File: src/rtl/shift_unit_pipe.sv
// shift_unit_pipe
//   Pipelined barrel shifter with four modes (SHL, SHR, SAR, ROL). It has one
//   register stage per shift-amount bit, and stage k shifts by 2**k. There is a
//   single global stall: every stage advances together, so order is kept and
//   bubbles are carried along rather than collapsed.
//
// Ports
//   clk, rst_n          clock, asynchronous active-low reset
//   flush               synchronous drop of every in-flight operation
//   in_valid/in_ready   operand handshake (in_ready = !out_valid || out_ready)
//   in_data, in_amt     operand and shift amount (0..WIDTH-1)
//   in_op               00 SHL, 01 SHR, 10 SAR, 11 ROL
//   out_valid/out_ready result handshake
//   out_data            shifted result (registered)
//   out_cout            OR of all operand bits shifted out; 0 for ROL
//   out_zero            out_data == 0
module shift_unit_pipe #(
  parameter  int WIDTH = 16,
  localparam int SW    = $clog2(WIDTH)
) (
  input  logic             clk,
  input  logic             rst_n,
  input  logic             flush,
  input  logic             in_valid,
  output logic             in_ready,
  input  logic [WIDTH-1:0] in_data,
  input  logic [SW-1:0]    in_amt,
  input  logic [1:0]       in_op,
  output logic             out_valid,
  input  logic             out_ready,
  output logic [WIDTH-1:0] out_data,
  output logic             out_cout,
  output logic             out_zero
);

  typedef enum logic [1:0] {
    OP_SHL = 2'b00,
    OP_SHR = 2'b01,
    OP_SAR = 2'b10,
    OP_ROL = 2'b11
  } op_e;

  if (WIDTH < 2 || (WIDTH & (WIDTH - 1)) != 0) begin : g_bad_width
    $error("shift_unit_pipe: WIDTH must be a power of two and at least 2");
  end

  logic advance;

  assign advance  = !out_valid || out_ready;
  assign in_ready = advance;

  for (genvar k = 0; k < SW; k++) begin : g_stage
    // R: amount bits still pending on entry to this stage; bit 0 is ours.
    localparam int          R  = SW - k;
    localparam int unsigned S  = 1 << k;
    localparam int unsigned SR = WIDTH - S;
    localparam logic [WIDTH-1:0] SIGN_FILL = ~({WIDTH{1'b1}} >> S);

    logic [WIDTH-1:0] d_in;
    logic [R-1:0]     a_in;
    op_e              o_in;
    logic             sg_in;
    logic             st_in;
    logic             v_in;

    logic [WIDTH-1:0] d_nxt;
    logic             st_nxt;

    logic [WIDTH-1:0] q_data;
    logic             q_sticky;
    logic             q_valid;

    if (k == 0) begin : g_src
      assign d_in  = in_data;
      assign a_in  = in_amt;
      assign o_in  = op_e'(in_op);
      assign sg_in = in_data[WIDTH-1];
      assign st_in = 1'b0;
      assign v_in  = in_valid & advance;
    end else begin : g_src
      assign d_in  = g_stage[k-1].q_data;
      assign a_in  = g_stage[k-1].g_fwd.q_amt;
      assign o_in  = g_stage[k-1].g_fwd.q_op;
      assign sg_in = g_stage[k-1].g_fwd.q_sign;
      assign st_in = g_stage[k-1].q_sticky;
      assign v_in  = g_stage[k-1].q_valid;
    end

    // Bits pushed out here are always original operand bits: the total shift
    // never exceeds WIDTH-1, so earlier fill bits cannot reach the far edge.
    always_comb begin
      d_nxt  = d_in;
      st_nxt = st_in;
      if (a_in[0]) begin
        case (o_in)
          OP_SHL: begin
            d_nxt  = d_in << S;
            st_nxt = st_in | (|d_in[WIDTH-1 -: S]);
          end
          OP_SHR: begin
            d_nxt  = d_in >> S;
            st_nxt = st_in | (|d_in[S-1:0]);
          end
          OP_SAR: begin
            d_nxt  = (d_in >> S) | (sg_in ? SIGN_FILL : '0);
            st_nxt = st_in | (|d_in[S-1:0]);
          end
          OP_ROL: begin
            d_nxt  = (d_in << S) | (d_in >> SR);
            st_nxt = 1'b0;
          end
          default: ;
        endcase
      end
    end

    always_ff @(posedge clk or negedge rst_n) begin
      if (!rst_n) begin
        q_valid  <= 1'b0;
        q_data   <= '0;
        q_sticky <= 1'b0;
      end else if (flush) begin
        q_valid  <= 1'b0;
      end else if (advance) begin
        q_valid  <= v_in;
        q_data   <= d_nxt;
        q_sticky <= st_nxt;
      end
    end

    // Amount, mode and sign only travel on to stages that still need them.
    if (k < SW - 1) begin : g_fwd
      logic [R-2:0] q_amt;
      op_e          q_op;
      logic         q_sign;

      always_ff @(posedge clk or negedge rst_n) begin
        if (!rst_n) begin
          q_amt  <= '0;
          q_op   <= OP_SHL;
          q_sign <= 1'b0;
        end else if (advance && !flush) begin
          q_amt  <= a_in[R-1:1];
          q_op   <= o_in;
          q_sign <= sg_in;
        end
      end
    end
  end

  assign out_valid = g_stage[SW-1].q_valid;
  assign out_data  = g_stage[SW-1].q_data;
  assign out_cout  = g_stage[SW-1].q_sticky;
  assign out_zero  = (out_data == '0);

endmodule

File: config.mk
export PLATFORM = sky130hd
export DESIGN_NAME = shift_unit_pipe
export DESIGN_NICKNAME = d
export VERILOG_FILES = /design/src/rtl/shift_unit_pipe.sv
export SDC_FILE = /design/constraint.sdc
export NUM_CORES = 1
export LEC_CHECK = 0
export CAP_MARGIN = 10
export CORE_MARGIN = 5
export CORE_UTILIZATION = 59
export CTS_BUF_LIST = sky130_fd_sc_hd__clkbuf_4 sky130_fd_sc_hd__clkbuf_8
export CTS_CLUSTER_DIAMETER = 30
export CTS_CLUSTER_SIZE = 12
export DETAILED_ROUTE_END_ITERATION = 7
export PLACE_DENSITY = 0.82
export SLEW_MARGIN = 20
export SYNTH_ARGS = -nofsm -noshare
export SYNTH_HDL_FRONTEND = slang
export SYNTH_SLANG_ARGS = --single-unit
export TNS_END_PERCENT = 20
File: constraint.sdc
create_clock -name clk -period 1.8 [get_ports clk]
set_input_delay 0.36 -clock clk [delete_from_list [all_inputs] [get_ports clk]]
set_output_delay 0.36 -clock clk [all_outputs]
set_load 0.02 [all_outputs]
==> summary.md <==
| Metric | Value |
|---|---|
| Max Clk Rate | 0.568 GHz |
| Max clock buf depth | 2 |
| CP bufs+invs | 1 |
| Top-level I/O count | between 40 and 50 |
| Finished Layout Cells | between 600 and 700 |
| Post-synth ARST share | 100% |
| HP Class | in2reg |
| Buffers on Ports | 46 |
| Clk_skew | 0.00560 ns |
| Final HPWL DP | between 7 and 8 mm |
| Antenna violations before repair | 0 |
| Routed Wire Length | about 11 mm |
| Cell Area, Placed | around 0.0053 sq mm |
| DR vias | ~4k |
| RSZ-0062 raised after global routing | true |
| Clock latency on the worst-skew pair | roughly 0.35 ns |
| FILL cells | ~580 |
| Cell with the most instances after synthesis | nand2_1 |
| Number of global-route vias before repair | 3905 |
| Crit path depth | 3 |
| Drt drc | 0 |
| Worst Max-Slew Pin Slew | 0.497 ns |
| Syn_area_per_cell | 8.96 sq um |
| Crit end category | output pin |
| Yosys cell types | 39 |
| DR pass1 iterations | 5 |
| Most frequently used flop master after synthesis | dfrtp_1 |
| Critical path required time | 1.44 ns |
| Die X | ~100 microns |
| Worst r2r path cells | 6 |
| Max Cap Violations | 0 |
| Total CTS buffers | 9 |
| Largest net degree at the start of global routing | 52 |
| Post-layout nets | about 620 |
| Synth top area share | 47.2% |
| Synthesized area | 0.00461 sq mm |
| Final setup fails | 0 |
| Core area | 0.00769 sq mm |
| Cells after Synth | 515 |
| Syn nets | 558 |
| Sequential fraction of the synthesis area | a little under half |
| CP peak stage delay | 0.41 ns |
| Critical path, cell by cell | nor4_2 > and4_1 > buf_4 |
| CTS tree | done |
| Crit Path Category | reg2out |
| Starting density of the core | 60.0% |
| Hold Crit Depth | 3 |
| Max IR drop VDD | 413 uV |
| Gpl congestion | 0.957 |
| Full die area | 0.00968 sq mm |
| Final Cell Area | about 0.0056 sq mm |
| Detail Route Antenna Nets | 0 |
| Via-to-Cell Ratio | 6.01 |
| Area Growth Syn to Fin | 20.9% |
| Most common library cells after synthesis | nand2_1, dfrtp_1, o21ai_0 |
| Synth warn | 0 |
| Tcrit/Tclk final | 97.9% |
| Hold Fails Final Rpt | 0 |
| Worst-path clk slew | ~0.08 ns |
| Worst path slowest cell | dfrtp_1 |
| Max Slew Vio Count | 0 |
| GRT Resource Usage Total | 22.0% |
| Chip height | 98.4 microns |
| Number of synthesized register bits | 87 |
| Dpl cells | 661 |
| Status | complete, no violations |
| First-pass GRT wire length | 17.7 mm |
| CTS root buf | clkbuf_8 |
| DR WL/cell | between 15 and 20 microns |
| Number of flops mapped to enable cells by yosys | 0 |
| Row cnt | 32 |
| Synth area leaders | dfrtp_1, a221oi_1, nand2_1, o21ai_0, ha_1 |
| Total global routing overflow | 0 |
| CP Data Arrival Time | 1.40 ns |
| P_leak | 2.54 nW |
| Share of layout cells above drive strength 1 | 12.5% |
| H-tree levels | 3 |
| CTS Sinks | a little under 90 |
| Startpoint Class | flip-flop |
| Worst Path Max Fanout | 2 |
| Initial drt markers | 208 |
| Antenna cell count | 0 |
| Slew HR | 66.8% |
| Cell accounting for the most synthesized area | dfrtp_1 |
| Delay-heaviest family, CP | simple AND/OR/NAND/NOR gates |
| Pwr/cell area | 992 mW/mm^2 |
| Crit path time final | roughly 1.8 ns |
==> worst paths after layout <==
kind	start	endpoint	slack, ns
setup / recovery	out_data[15]$_DFFE_PN0P_	out_zero	0.04
hold / removal	in_op[0]	g_stage[0].g_fwd.q_op[0]$_DFFE_PN0P_	0.34
setup reg to reg	g_stage[1].g_fwd.q_op[0]$_DFFE_PN0P_	g_stage[2].q_data[7]$_DFFE_PN0P_	0.09
hold reg to reg	g_stage[0].g_fwd.q_amt[2]$_DFFE_PN0P_	g_stage[1].g_fwd.q_amt[1]$_DFFE_PN0P_	0.49
max in group asynchronous	rst_n	g_stage[1].q_data[12]$_DFFE_PN0P_	0.91
min in group asynchronous	rst_n	g_stage[2].q_valid$_DFFE_PN0P_	0.41
==> kinds of logic after synthesis <==
| group | share of synthesized area [%] |
|---|---|
| buffers and inverters | 6.29 |
| adders and majority gates | 4.34 |
| and+or+nand+nor | 16.2 |
| DFF | 47.2 |
| AOI/OAI and AO/OA | 25.1 |
| muxes | 0.868 |
==> layout make-up <==
type	instances	area (sq um)	share of cell area [%]
Sequential cell	87	2180	39.0
Multi-Input combinational cell	375	2190	39.3
Timing Repair Buffer	85	813	14.6
Clock inverter	3	40.0	0.718
Clock buffer	13	173	3.10
Inverter	15	56.3	1.01
Tap cell	102	128	2.29
==> tightest hold or removal path: stages <==
cell,delay [ns]
dlymetal6s2s_1,0.16
nand2_1,0.07
o21ai_0,0.07
==> state kept, by name (all words and copies together), names as in the netlist <==
| signal | flops |
|---|---|
| out_valid | 1 |
| g_stage.g_fwd.q_amt | 6 |
| g_stage.g_fwd.q_sign | 3 |
| out_data | 16 |
| g_stage.q_sticky | 3 |
| out_cout | 1 |
| g_stage.q_data | 48 |
| g_stage.q_valid | 3 |
| g_stage.g_fwd.q_op | 6 |
==> report_power, final <==
group / switching [W] / total, W / internal [W]
logic: 0.000807 / 0.00150 / 0.000690
registers: 0.000344 / 0.00262 / 0.00228
clock network: 0.000647 / 0.00141 / 0.000767
==> placed cells by master (no fill, tap or decap), types with 15 or more instances in the layout <==
cell               n
buf_4             36
clkdlybuf4s50_1   30
o21ai_1           29
nand2_1          105
dfrtp_1           87
a221oi_1          43
nor2_1            43
inv_1             15
ha_1              16
o21ai_0           68
==> repair_timing <==
action | in CTS | in global routing
endpoints found under the hold margin | 15 | 0
setup endpoints to repair | 3 | 39
setup buffers | 0 | 2
pin swaps | 2 | 0
cloned | 0 | 0
hold buffers | 1 | 0
resized for setup | 14 | 16
==> through the flow <==
step / worst slack (ns) / total power [W] / utilization [%] / hold slack, ns / TNS, ns
6_report: 0.0386 / 0.00553 / 72.5 / 0.344 / 0
5_1_grt: -0.0429 / 0.00583 / 72.5 / 0.350 / -0.0468
4_1_cts: -0.0130 / 0.00550 / 71.7 / 0.406 / -0.0130
3_5_place_dp: -0.388 / 0.00411 / 68.7 / 0.248 / -5.91
3_3_place_gp: -0.246 / 0.00405 / 68.7 / 0.244 / -4.11
2_1_floorplan: 0.171 / 0.00346 / - / 0.0644 / 0
==> per-layer routing <==
| layer | routed length (microns) | GRT usage [%] |
|---|---|---|
| met2 | 5460 | 39.9 |
| met3 | 502 | 3.82 |
| met5 | 0 | 0 |
| met4 | 403 | 11.0 |
| met1 | 4210 | 24.8 |
No activity file was read; power rests on OpenSTA's default activity.
